## config.mk

```make
export PLATFORM = sky130hd
export DESIGN_NAME = p_history_reg_flat
export DESIGN_NICKNAME = d
export VERILOG_FILES = /design/src/rtl/p_hist_pkg.sv /design/src/rtl/p_history_reg_if.sv /design/src/rtl/p_hist_stage.sv /design/src/rtl/p_history_reg.sv /design/src/flat_wrapper.sv
export SDC_FILE = /design/constraint.sdc
export NUM_CORES = 1
export LEC_CHECK = 0
export BUFFER_PORTS_ARGS = -buffer_cell sky130_fd_sc_hd__buf_2
export CAP_MARGIN = 30
export CORE_ASPECT_RATIO = 1.1
export CORE_MARGIN = 2
export CORE_UTILIZATION = 45
export CTS_CLUSTER_DIAMETER = 50
export CTS_CLUSTER_SIZE = 8
export DETAILED_ROUTE_END_ITERATION = 10
export GPL_TIMING_DRIVEN = 0
export SYNTH_ARGS = -nofsm -noshare
export SYNTH_HDL_FRONTEND = slang
export SYNTH_SLANG_ARGS = --single-unit
```

## constraint.sdc

```tcl
create_clock -name clk -period 6.05 [get_ports clk]
set_input_delay 0.605 -clock clk [delete_from_list [all_inputs] [get_ports clk]]
set_output_delay 0.605 -clock clk [all_outputs]
set_load 0.03 [all_outputs]
```

## src/rtl/p_hist_pkg.sv

```systemverilog
// ---------------------------------------------------------------------------
// p_hist_pkg
// Shared constants, types and helpers for the health-monitor sample history.
//   P_DIGIT_W    : default width of one stored digit
//   P_HIST_DEPTH : default number of history stages
//   digit_t      : one digit sample
//   is_pow2()    : true when the argument is a positive power of two
// ---------------------------------------------------------------------------
package p_hist_pkg;

   localparam int P_DIGIT_W    = 4;
   localparam int P_HIST_DEPTH = 8;

   typedef logic [P_DIGIT_W-1:0] digit_t;

   // The averager divides by shifting, so it only works for power-of-two depths
   function automatic bit is_pow2(input int v);
      return (v > 0) && ((v & (v - 1)) == 0);
   endfunction

endpackage

```

## src/rtl/p_history_reg_if.sv

```systemverilog
// ---------------------------------------------------------------------------
// p_history_reg_if
// Bus between the history register and its user (display/compare logic).
//   i_shift_en : capture i_din into stage 0 and age every stage
//   i_din      : sample to capture
//   i_rd_idx   : stage to read back (0 = newest)
//   o_rd_data  : registered readout of stage i_rd_idx
//   o_newest   : stage 0 contents
//   o_count    : number of valid entries, 0..DEPTH
//   o_full     : o_count == DEPTH
//   o_sum      : sum of the valid stages
//   o_avg      : o_sum >> log2(DEPTH)   (only with P_HIST_AVG_EN)
//   o_avg_valid: history filled at least once (only with P_HIST_AVG_EN)
// Macro: P_HIST_AVG_EN adds the averager signals.
// ---------------------------------------------------------------------------
interface p_history_reg_if
   import p_hist_pkg::*;
#(
   parameter int WIDTH = P_DIGIT_W,
   parameter int DEPTH = P_HIST_DEPTH
);

   localparam int IDX_W = $clog2(DEPTH);
   localparam int SUM_W = WIDTH + $clog2(DEPTH + 1);

   logic             i_shift_en;
   logic [WIDTH-1:0] i_din;
   logic [IDX_W-1:0] i_rd_idx;
   logic [WIDTH-1:0] o_rd_data;
   logic [WIDTH-1:0] o_newest;
   logic [IDX_W:0]   o_count;
   logic             o_full;
   logic [SUM_W-1:0] o_sum;
`ifdef P_HIST_AVG_EN
   logic [WIDTH-1:0] o_avg;
   logic             o_avg_valid;
`endif

`ifdef P_HIST_AVG_EN
   modport master (
      output i_shift_en, i_din, i_rd_idx,
      input  o_rd_data, o_newest, o_count, o_full, o_sum, o_avg, o_avg_valid
   );
   modport slave (
      input  i_shift_en, i_din, i_rd_idx,
      output o_rd_data, o_newest, o_count, o_full, o_sum, o_avg, o_avg_valid
   );
`else
   modport master (
      output i_shift_en, i_din, i_rd_idx,
      input  o_rd_data, o_newest, o_count, o_full, o_sum
   );
   modport slave (
      input  i_shift_en, i_din, i_rd_idx,
      output o_rd_data, o_newest, o_count, o_full, o_sum
   );
`endif

endinterface

```

## src/rtl/p_hist_stage.sv

```systemverilog
// ---------------------------------------------------------------------------
// p_hist_stage
// One WIDTH-bit history stage: synchronous reset wins over load.
//   clk    : clock
//   rst    : synchronous, active-high reset
//   i_load : capture i_d
//   i_d    : next value
//   o_q    : stored value
// ---------------------------------------------------------------------------
module p_hist_stage
   import p_hist_pkg::*;
#(
   parameter int WIDTH = P_DIGIT_W
) (
   input  logic             clk,
   input  logic             rst,
   input  logic             i_load,
   input  logic [WIDTH-1:0] i_d,
   output logic [WIDTH-1:0] o_q
);

   logic [WIDTH-1:0] r_q;

   // Reset clears the stage even when a load is requested in the same cycle
   always_ff @(posedge clk) begin
      if (rst)
         r_q <= '0;
      else if (i_load)
         r_q <= i_d;
   end

   assign o_q = r_q;

endmodule

```

## src/rtl/p_history_reg.sv

```systemverilog
// ---------------------------------------------------------------------------
// p_history_reg
// Shift history of the last DEPTH samples with valid count, running sum and
// registered indexed readout.
//   clk : clock
//   rst : synchronous, active-high reset
//   bus : p_history_reg_if.slave (shift/din/rd_idx in; rd_data, newest,
//         count, full, sum and optional avg/avg_valid out)
// Macro: P_HIST_AVG_EN adds a registered average (DEPTH must be a power of 2).
// ---------------------------------------------------------------------------
module p_history_reg
   import p_hist_pkg::*;
#(
   parameter int WIDTH = P_DIGIT_W,
   parameter int DEPTH = P_HIST_DEPTH
) (
   input logic           clk,
   input logic           rst,
   p_history_reg_if.slave bus
);

   localparam int IDX_W = $clog2(DEPTH);
   localparam int SUM_W = WIDTH + $clog2(DEPTH + 1);
   localparam int RD_N  = 1 << IDX_W;
   localparam logic [IDX_W:0] DEPTH_C = (IDX_W + 1)'(DEPTH);

   logic [WIDTH-1:0] w_stage  [DEPTH];
   logic [WIDTH-1:0] w_rd_arr [RD_N];
   logic             w_full;
   logic [IDX_W:0]   w_next_count;
   logic [WIDTH-1:0] w_drop;
   logic [SUM_W-1:0] w_next_sum;

   logic [IDX_W:0]   r_count;
   logic [SUM_W-1:0] r_sum;
   logic [WIDTH-1:0] r_rd_data;

   // Stage chain: stage 0 takes the new sample, every other stage its neighbour
   for (genvar i = 0; i < DEPTH; i++) begin : g_stage
      if (i == 0) begin : g_head
         p_hist_stage #(.WIDTH(WIDTH)) u_stage (
            .clk    (clk),
            .rst    (rst),
            .i_load (bus.i_shift_en),
            .i_d    (bus.i_din),
            .o_q    (w_stage[i])
         );
      end else begin : g_tail
         p_hist_stage #(.WIDTH(WIDTH)) u_stage (
            .clk    (clk),
            .rst    (rst),
            .i_load (bus.i_shift_en),
            .i_d    (w_stage[i-1]),
            .o_q    (w_stage[i])
         );
      end
   end

   // Readout table padded to a power of two so indices past DEPTH read zero
   for (genvar j = 0; j < RD_N; j++) begin : g_rd
      if (j < DEPTH) begin : g_real
         assign w_rd_arr[j] = w_stage[j];
      end else begin : g_pad
         assign w_rd_arr[j] = '0;
      end
   end

   // Once full, the oldest sample falls off the end and leaves the sum
   assign w_full       = (r_count == DEPTH_C);
   assign w_next_count = w_full ? r_count : r_count + 1'b1;
   assign w_drop       = w_full ? w_stage[DEPTH-1] : '0;
   assign w_next_sum   = r_sum + SUM_W'(bus.i_din) - SUM_W'(w_drop);

   // Count and sum move with each shift; readout samples pre-shift contents
   always_ff @(posedge clk) begin
      if (rst) begin
         r_count   <= '0;
         r_sum     <= '0;
         r_rd_data <= '0;
      end else begin
         r_rd_data <= w_rd_arr[bus.i_rd_idx];
         if (bus.i_shift_en) begin
            r_count <= w_next_count;
            r_sum   <= w_next_sum;
         end
      end
   end

   assign bus.o_rd_data = r_rd_data;
   assign bus.o_newest  = w_stage[0];
   assign bus.o_count   = r_count;
   assign bus.o_full    = w_full;
   assign bus.o_sum     = r_sum;

`ifdef P_HIST_AVG_EN
   logic [WIDTH-1:0] r_avg;
   logic             r_avg_valid;

   if (!is_pow2(DEPTH)) begin : g_depth_check
      $error("p_history_reg: DEPTH must be a power of 2 when the averager is enabled");
   end

   // Division by DEPTH is a shift by IDX_W; avg_valid latches once history fills
   always_ff @(posedge clk) begin
      if (rst) begin
         r_avg       <= '0;
         r_avg_valid <= 1'b0;
      end else if (bus.i_shift_en) begin
         r_avg <= WIDTH'(w_next_sum >> IDX_W);
         if (w_next_count == DEPTH_C)
            r_avg_valid <= 1'b1;
      end
   end

   assign bus.o_avg       = r_avg;
   assign bus.o_avg_valid = r_avg_valid;
`endif

endmodule
```

## src/flat_wrapper.sv

```systemverilog
// flat-port wrapper written by rule: the top's interface ports become plain ports
module p_history_reg_flat import p_hist_pkg::*;
#(
   parameter int WIDTH = P_DIGIT_W,
   parameter int DEPTH = P_HIST_DEPTH
)
  (clk, rst, bus_i_shift_en, bus_i_din, bus_i_rd_idx, bus_o_rd_data, bus_o_newest, bus_o_count, bus_o_full, bus_o_sum);
  p_history_reg_if #(.WIDTH(WIDTH), .DEPTH(DEPTH)) bus_i ();
  input logic clk;
  input logic rst;
  input wire logic [$bits(bus_i.i_shift_en)-1:0] bus_i_shift_en;
  input wire logic [$bits(bus_i.i_din)-1:0] bus_i_din;
  input wire logic [$bits(bus_i.i_rd_idx)-1:0] bus_i_rd_idx;
  output wire logic [$bits(bus_i.o_rd_data)-1:0] bus_o_rd_data;
  output wire logic [$bits(bus_i.o_newest)-1:0] bus_o_newest;
  output wire logic [$bits(bus_i.o_count)-1:0] bus_o_count;
  output wire logic [$bits(bus_i.o_full)-1:0] bus_o_full;
  output wire logic [$bits(bus_i.o_sum)-1:0] bus_o_sum;
  assign bus_i.i_shift_en = bus_i_shift_en;
  assign bus_i.i_din = bus_i_din;
  assign bus_i.i_rd_idx = bus_i_rd_idx;
  assign bus_o_rd_data = bus_i.o_rd_data;
  assign bus_o_newest = bus_i.o_newest;
  assign bus_o_count = bus_i.o_count;
  assign bus_o_full = bus_i.o_full;
  assign bus_o_sum = bus_i.o_sum;
  p_history_reg #(.WIDTH(WIDTH), .DEPTH(DEPTH)) u_core (.clk(clk), .rst(rst), .bus(bus_i));
endmodule
```

After elaboration in Yosys (flattened, before gate mapping)

Cells that the tools add are included.

Bits in registers: 48
Input port bits: 10
Output and inout port bits: 21
Logic and storage cells: 23

Add/sub/neg operators: 3
Magnitude comparators: 1
Equality and inequality tests: 1
Mux-type cells: 4
Bitwise gates (word level): 2
Reductions and logical operators: 1

Operators by type and width:

| operator                                                 | count |
|---|---|
| binary-select mux 4 bit (select 3 bit)                   | 1 |
| 2-to-1 mux 4 bit                                         | 3 |
| adder 8 x 4 -> 8 bit                                     | 1 |
| subtractor 8 x 4 -> 8 bit                                | 1 |
| adder 4 x 1 -> 4 bit, second input constant              | 1 |
| equality test 4 bit, second input constant               | 1 |
| greater-or-equal comparator 4 bit, second input constant | 1 |
| NOT 3 -> 4 bit                                           | 1 |
| AND reduction 2 bit                                      | 1 |
| NOT 1 bit                                                | 1 |

Logic depth before layout (Yosys ltp)

Gate-level depths: netlist of the first run.

Depth after elaboration: 4
Depth in mapped cells: 15
Depth with buffers taken out: 15

Cells and area by module

A second synthesis of the first run with hierarchy kept.

Cell total of the unflattened synthesis: 249
Area total of the unflattened synthesis: 2,423.6 µm²

By module, submodules not included:

| module        | times used | cells each | area an instance (µm²) | sequential area each (µm²) |
|---|---|---|---|---|
| p_history_reg | 1          | 145        | 1,302.5                | 320.3 |
| p_hist_stage  | 8          | 13         | 140.1                  | 80.1 |

Least setup slack after synthesis of the first run

OpenSTA, ideal clock, no wires.

Kind: reg2reg
Start point: register u_core.r_count[0], in the netlist u_core.bus.o_count[0]
End point: register u_core.r_sum[6], in the netlist u_core.bus.o_sum[6]
Library setup time: 0.134 ns
Data arrival time: 3.234 ns
Data required time: 5.916 ns
Slack: 2.682 ns
Stages on the path, launching flop included: 13
Path buffers: 0
Clock period less this slack: 3.368 ns
Cell sequence: dfxtp_1 -> inv_1 -> ha_1 -> nand3b_1 -> inv_1 -> and2_1 -> fa_1 -> fa_1 -> nor2b_1 -> o21a_1 -> o21bai_1 -> and3_1 -> or4_1

Cells in the longest elaborated chain, start to end: 3

Ends and longest elaborated chain:

| element                   | RTL line            | RTL |
|---|---|---|
| start: declaration        | p_history_reg.sv:34 | `logic [IDX_W:0] r_count;` |
| start signal: assignment  | p_history_reg.sv:83 | `r_count <= w_next_count;` |
| equality test 4 bit       | p_history_reg.sv:69 | `assign w_full = (r_count == DEPTH_C);` |
| net bus_o_full            | flat_wrapper.sv:17  | `output wire logic [$bits(bus_i.o_full)-1:0] bus_o_full;` |
| 2-to-1 mux 4 bit          | p_history_reg.sv:71 | `assign w_drop = w_full ? w_stage[DEPTH-1] : '0;` |
| subtractor 8 x 4 -> 8 bit | p_history_reg.sv:72 | `assign w_next_sum = r_sum + SUM_W'(bus.i_din) - SUM_W'(w_drop);` |
| end signal: assignment    | p_history_reg.sv:84 | `r_sum <= w_next_sum;` |
| end: declaration          | p_history_reg.sv:35 | `logic [SUM_W-1:0] r_sum;` |

The timed path passes the listed nets, and every way through them passes these cells.
A chain may end at the register's enable or synchronous reset.

Final worst setup path of the first run

Start point: register u_core.r_count[0], in the netlist u_core.bus.o_count[0]
End point: register u_core.r_sum[6], in the netlist u_core.bus.o_sum[6]

Cells in the longest elaborated chain, start to end: 3

Ends and longest elaborated chain:

| element                   | RTL line |
|---|---|
| equality test 4 bit       | p_history_reg.sv:69 |
| 2-to-1 mux 4 bit          | p_history_reg.sv:71 |
| subtractor 8 x 4 -> 8 bit | p_history_reg.sv:72 |

Every way passes these cells.

==> impl_metrics.json, run 1 <==
{
  "synth-seq-cells": 48,
  "vdd_drop_max_uv": 135,
  "grt_pass1_vias": 1577,
  "p_switching_uw": 282,
  "tritoncts": "done",
  "swShare_pct": 34.7,
  "overflow": 0,
  "portBuffers": 27,
  "path_class": "flip-flop to flip-flop",
  "die_h_um": 80.7,
  "r2r_start": "u_core.bus.o_count[0]$_SDFFE_PP0P_",
  "synth_top_area_share_pct": 40.0,
  "worst_pin_slew_ps": 589,
  "antenna_cells": 0,
  "wirelength_um": 4720,
  "root_buffer": "clkbuf_8",
  "yosysSeqAreaShare_pct": 40.0,
  "dieArea_mm2": 0.00594,
  "postPlaceCellArea_mm2": 0.00261,
  "start_kind": "flip-flop",
  "gp_congestion": 0.798,
  "whs_ps": 490,
  "grt_pass1_wl_um": 7740,
  "wl_per_cell_um": 14.0,
  "syn_nets": 269,
  "h-tree-depth": 2,
  "setup_tns_ps": 0,
  "layout.nets": 303,
  "avgSynthCellArea_um2": 9.81,
  "seqPwrFrac_pct": 43.3,
  "grt_max_degree": 16,
  "finalCritPeriodShare_pct": 53.6,
  "max_freq_mhz": 309,
  "path_max_fanout": 5,
  "syn-cell-area_mm2": 0.00240,
  "rsz0062_at_grt": "false",
  "synthCells": 245,
  "powerDensity_mw_per_mm2": 300,
  "clk_latency_ps": 310,
  "clock-sinks": 48,
  "crit_start": "u_core.bus.o_count[0]$_SDFFE_PP0P_",
  "track_usage_pct": 17.5,
  "skew_ps": 5.32,
  "drive_above_1_share_pct": 17.9,
  "clkTransAtPathRegs_ps": 90,
  "hpwl_um": 3510,
  "vias": 1786,
  "ys_warn_count": 0,
  "period_minus_slack_ps": 3240,
  "status": "finished clean",
  "hold_viol": 0,
  "remaining_drc_errors": 0,
  "dr.pass1.iters": 4,
  "pwr-share-comb_pct": 31.3,
  "numCtsBuffers": 5,
  "crit_arrival_ps": 3430,
  "setup_viol": 0,
  "initial_utilization_pct": 47.4,
  "die_w_um": 73.7,
  "synth.distinct_cells": 33,
  "synth_area_leaders": "dfxtp_1 (40%), mux2i_1 (16%), mux4_2 (7.5%), nor2_1 (6.7%), ha_1 (5.2%)",
  "end_kind": "flip-flop",
  "ant_nets": 0,
  "avgViaCountPerCell": 5.28,
  "synth_area_leader_cell": "dfxtp_1",
  "ctsResizeCount": 0,
  "p_int_uw": 531,
  "clkPwrFrac_pct": 25.4,
  "cts_max_path_buffers": 2,
  "boundaryPins": 31,
  "syn_to_final_growth_pct": 12.7,
  "final_max_slew_viol_count": 0,
  "hp-class": "flip-flop to flip-flop",
  "min_from": "u_core.bus.o_sum[7]$_SDFFE_PP0P_",
  "drtIter0Drc": 60,
  "slew_headroom_pct": 60.8,
  "antenna_found_initial": 0,
  "core_mm2": 0.00507,
  "worstPathRequired_ps": 6240,
  "max-cap-violations": 0,
  "rows": 27,
  "cts_hold_buf": 0,
  "p_leak_uw": 0.00127,
  "stdcell_area_mm2": 0.00271,
  "post-cts-setup-buffer-count": 0
}
[Yosys cell counts]
cell / instances
nand3b_1: 2
and2_1: 4
o21ai_0: 2
a211oi_1: 2
buf_2: 6
nor2_1: 43
o21bai_1: 2
ha_1: 10
or4_1: 2
mux4_2: 8
clkbuf_1: 6
nor4b_1: 1
mux2_1: 1
xor2_1: 2
a2111oi_0: 1
o311ai_1: 1
nand2_1: 6
xnor2_1: 3
nor3b_1: 1
nand3_1: 6
a21o_1: 3
inv_1: 23
buf_4: 1
fa_1: 4
and3_1: 1
a21oi_1: 8
nand4_1: 1
nor2b_1: 1
dfxtp_1: 48
mux2i_1: 39
o21a_1: 1
nor3_1: 5
nand4b_1: 1
[area by class of cell]
| cell class | count | area, um2 |
|---|---|---|
| flip-flops and latches | 48 | 961 |
| plain buffers | 13 | 60.1 |
| well taps | 58 | 72.6 |
| inverters | 23 | 86.3 |
| multi-input cells | 161 | 1300 |
| repair buffers | 27 | 135 |
| clock buffers | 6 | 82.6 |
| clock inverters | 2 | 15.0 |
| fillers | 494 | 2360 |
[power groups by stage]
stage / Clock (uW) / Sequential [uW] / Combinational [uW]
after floorplan: 0 / 393 / 164
after CTS: 212 / 353 / 256
after global routing: 224 / 356 / 286
after detailed placement: 0 / 361 / 254
after global placement: 0 / 360 / 251
final: 207 / 353 / 254
[metal layers]
layer	vias up	track usage [%]	wire length, um	share of wire [%]
met4	0	6.00	86	1.8
li1	906	-	-	-
met5	-	0	0	0
met3	10	4.52	215	4.6
met1	834	24.7	2330	49
met2	36	25.8	2090	44
[final timing paths]
path | to | slack, ps | cells past startpoint
worst max-delay path | u_core.bus.o_sum[6]$_SDFFE_PP0P_ | 2810 | 12
worst min-delay path | u_core.bus.o_sum[7]$_SDFFE_PP0P_ | 490 | 2
worst max register to register | u_core.bus.o_sum[6]$_SDFFE_PP0P_ | 2810 | 12
worst min register to register | u_core.bus.o_sum[7]$_SDFFE_PP0P_ | 490 | 2
[sequential cells by signal, indices dropped and copies added (netlist names)]
name	flops
u_core.bus.o_sum	8
u_core.bus.o_rd_data	4
u_core.g_stage.g_head.u_stage.o_q	4
u_core.g_stage.g_tail.u_stage.o_q	28
u_core.bus.o_count	4
[worst max-delay path: stages, from the launching register on]
cell and delay (ps):
dfxtp_1 370, inv_1 80, ha_1 200, nand3b_1 140
inv_1 110, and2_1 180, fa_1 500, fa_1 480
nor2b_1 130, o21a_1 170, o21bai_1 100, and3_1 160
or4_1 500
[kinds of logic (layout without fill, tap and decap cells)]
kind of cell               after synthesis  count (layout)  synth area share, %
muxes                                   48              48                 24.2
and+or+nand+nor                         74              74                 14.1
DFF                                     48              48                 40.0
xor gates and xnor gates                 5               5                 1.82
buffers and inverters                   36              71                 6.09
adders and majority gates               14              14                 8.54
AOI/OAI and AO/OA                       20              20                 5.31
[layout by cell type (no fill, tap or decap), drive strengths merged, types with 3 or more instances in the layout]
| master | netlist | layout |
|---|---|---|
| a21o | 3 | 3 |
| a21oi | 8 | 8 |
| and2 | 4 | 4 |
| buf | 7 | 34 |
| clkbuf | 6 | 12 |
| dfxtp | 48 | 48 |
| fa | 4 | 4 |
| ha | 10 | 10 |
| inv | 23 | 23 |
| mux2i | 39 | 39 |
| mux4 | 8 | 8 |
| nand2 | 6 | 6 |
| nand3 | 6 | 6 |
| nor2 | 43 | 43 |
| nor3 | 5 | 5 |
| xnor2 | 3 | 3 |
[stage by stage]
step                      total power [uW]  utilization [%]  cells  setup slack, ps
after floorplan                        557                -    245             2680
after global placement                 611             51.5    330             2860
after detailed placement               615             51.5    330             2810
after CTS                              821             53.5    338             2790
after global routing                   866             53.5    338             2590
final                                  813             53.5    338             2810
No activity file was read; power rests on OpenSTA's default activity.
==> run 2: changes to the inputs <==
Clock period 6.05 ns to 3.1 ns, I/O delays scaled along.
==> impl_metrics.json, run 2 (synthesized netlist as in run 1, its figures left out) <==
{
  "status": "finished clean",
  "layout.nets": 309,
  "hold_depth": 3,
  "hold_viol": 0,
  "tritoncts": "done",
  "clk_latency_ps": 310,
  "finalCritPeriodShare_pct": 94.7,
  "pwr-share-comb_pct": 31.3,
  "slew_headroom_pct": 59.7,
  "boundaryPins": 31,
  "grt_max_degree": 17,
  "swShare_pct": 33.4,
  "whs_ps": 267,
  "antenna_cells": 0,
  "h-tree-depth": 2,
  "die_h_um": 80.7,
  "path_max_fanout": 5,
  "largest_reg_flops": 28,
  "vias": 1839,
  "root_buffer": "clkbuf_8",
  "fin_util_pct": 56.0,
  "cpMostUsedCell": "inv_2",
  "seqPwrFrac_pct": 41.0,
  "p_leak_uw": 0.00131,
  "vdd_drop_max_uv": 270,
  "cpMaxStageDelayCell": "or4_1",
  "ant_nets": 0,
  "min_from": "bus_i_din[3]",
  "wl_per_cell_um": 14.6,
  "period_minus_slack_ps": 2930,
  "core_mm2": 0.00507,
  "dr.pass1.iters": 4,
  "dieArea_mm2": 0.00594,
  "grt_pass1_vias": 1680,
  "syn_to_final_growth_pct": 18.0,
  "final_common_cell": "dfxtp_1",
  "portBuffers": 27,
  "end_kind": "flip-flop",
  "hp-class": "input pin to flip-flop",
  "max_freq_mhz": 341,
  "crit_path_cell_trace": "inv_2 -> ha_2 -> nand3b_1 -> inv_2 -> and2_4 -> ha_4 -> inv_2 -> ha_4 -> inv_2 -> fa_2 -> nor2b_1 -> o21a_1 -> o21bai_1 -> and3_1 -> or4_1",
  "path_class": "flip-flop to flip-flop",
  "rows": 27,
  "cts_max_path_buffers": 2,
  "clkTransAtPathRegs_ps": 90,
  "drtIter0Drc": 56,
  "r2r_start": "u_core.bus.o_count[0]$_SDFFE_PP0P_",
  "cp_slowest_stage_delay_ps": 500,
  "r2r_end": "u_core.bus.o_sum[6]$_SDFFE_PP0P_",
  "p_int_uw": 1120,
  "worstPathRequired_ps": 3290,
  "hpwl_um": 3660,
  "final_cell_mix": "dfxtp_1 (46), nor2_1 (43), mux2i_1 (39), buf_2 (33), inv_1 (19)",
  "initial_utilization_pct": 47.4,
  "crit_arrival_ps": 3130,
  "r2r_cells": 15,
  "min_to": "u_core.g_stage[0].g_head.u_stage.o_q[3]$_SDFFE_PP0P_",
  "p_switching_uw": 562,
  "wirelength_um": 5040,
  "clkPwrFrac_pct": 27.7,
  "worst_pin_slew_ps": 605,
  "max-cap-violations": 0,
  "start_kind": "flip-flop",
  "powerDensity_mw_per_mm2": 593,
  "drive_above_1_share_pct": 24.8,
  "gp_congestion": 0.797,
  "numCtsBuffers": 5,
  "antenna_found_initial": 0,
  "final_max_slew_viol_count": 0,
  "track_usage_pct": 18.0,
  "avgViaCountPerCell": 5.35,
  "die_w_um": 73.7,
  "remaining_drc_errors": 0,
  "grt_pass1_wl_um": 8180,
  "overflow": 0,
  "regToRegSetupSlack_ps": 170,
  "clock-sinks": 48,
  "skew_ps": 8.18,
  "setup_viol": 0
}
==> run 2: per-stage QoR <==
step           instance area [um2]  TNS [ps]  total power (uW)  setup WS [ps]  cells
6_report                      2840         0              1680            165    344
4_1_cts                       2750         0              1670           65.3    339
2_1_floorplan                 2410         0              1090           32.5    245
5_1_grt                       2840     -12.5              1780          -12.5    344
3_5_place_dp                  2620         0              1200           16.2    330
3_3_place_gp                  2620         0              1190           33.2    330
==> run 2: critical path: cells and delay by family (launching register included) <==
family / cells / cell delay [ps]
simple gates: 5 / 1070
fa+ha+maj: 4 / 920
flops: 1 / 370
compound gates: 2 / 270
buf+inv: 4 / 210
==> run 2: final cells by class <==
cell class | instances | area, um2
well taps | 58 | 72.6
flip-flops and latches | 48 | 968
plain buffers | 13 | 60.1
clock inverters | 3 | 47.5
clock buffers | 5 | 68.8
fillers | 483 | 2230
repair buffers | 33 | 180
inverters | 23 | 86.3
multi-input cells | 161 | 1350
==> run 2: timing repair <==
item	CTS	global route
hold buffers	0	0
gates resized for setup	0	13
setup buffers	1	5
setup endpoints to repair	1	2
pin swaps	0	7
==> run 2: power groups by stage <==
stage               Sequential (uW)  Combinational [uW]  Clock (uW)
floorplan                       766                 321           0
global placement                703                 489           0
detailed placement              705                 496           0
CTS                             691                 499         479
global route                    696                 587         500
finish                          689                 526         466
==> run 2: layer usage <==
| metal | global-route usage, % | vias to the layer above | wire, um |
|---|---|---|---|
| met3 | 4.02 | 10 | 220 |
| met1 | 25.6 | 870 | 2430 |
| met4 | 5.64 | 0 | 86 |
| met5 | 0 | - | 0 |
| met2 | 27.0 | 42 | 2300 |
| li1 | - | 917 | - |
==> run 2: worst max-delay path by stage <==
stage / start / end / slack [ps] / cells past startpoint
2_1_floorplan: u_core.bus.o_count[0]$_SDFFE_PP0P_ / u_core.bus.o_sum[6]$_SDFFE_PP0P_ / 30 / 13
3_3_place_gp: u_core.bus.o_count[0]$_SDFFE_PP0P_ / u_core.bus.o_sum[6]$_SDFFE_PP0P_ / 30 / 13
3_5_place_dp: u_core.bus.o_count[0]$_SDFFE_PP0P_ / u_core.bus.o_sum[6]$_SDFFE_PP0P_ / 20 / 13
4_1_cts: u_core.bus.o_count[0]$_SDFFE_PP0P_ / u_core.bus.o_sum[6]$_SDFFE_PP0P_ / 70 / 13
5_1_grt: u_core.bus.o_count[0]$_SDFFE_PP0P_ / u_core.bus.o_sum[6]$_SDFFE_PP0P_ / -10 / 15
6_report: u_core.bus.o_count[0]$_SDFFE_PP0P_ / u_core.bus.o_sum[6]$_SDFFE_PP0P_ / 170 / 15
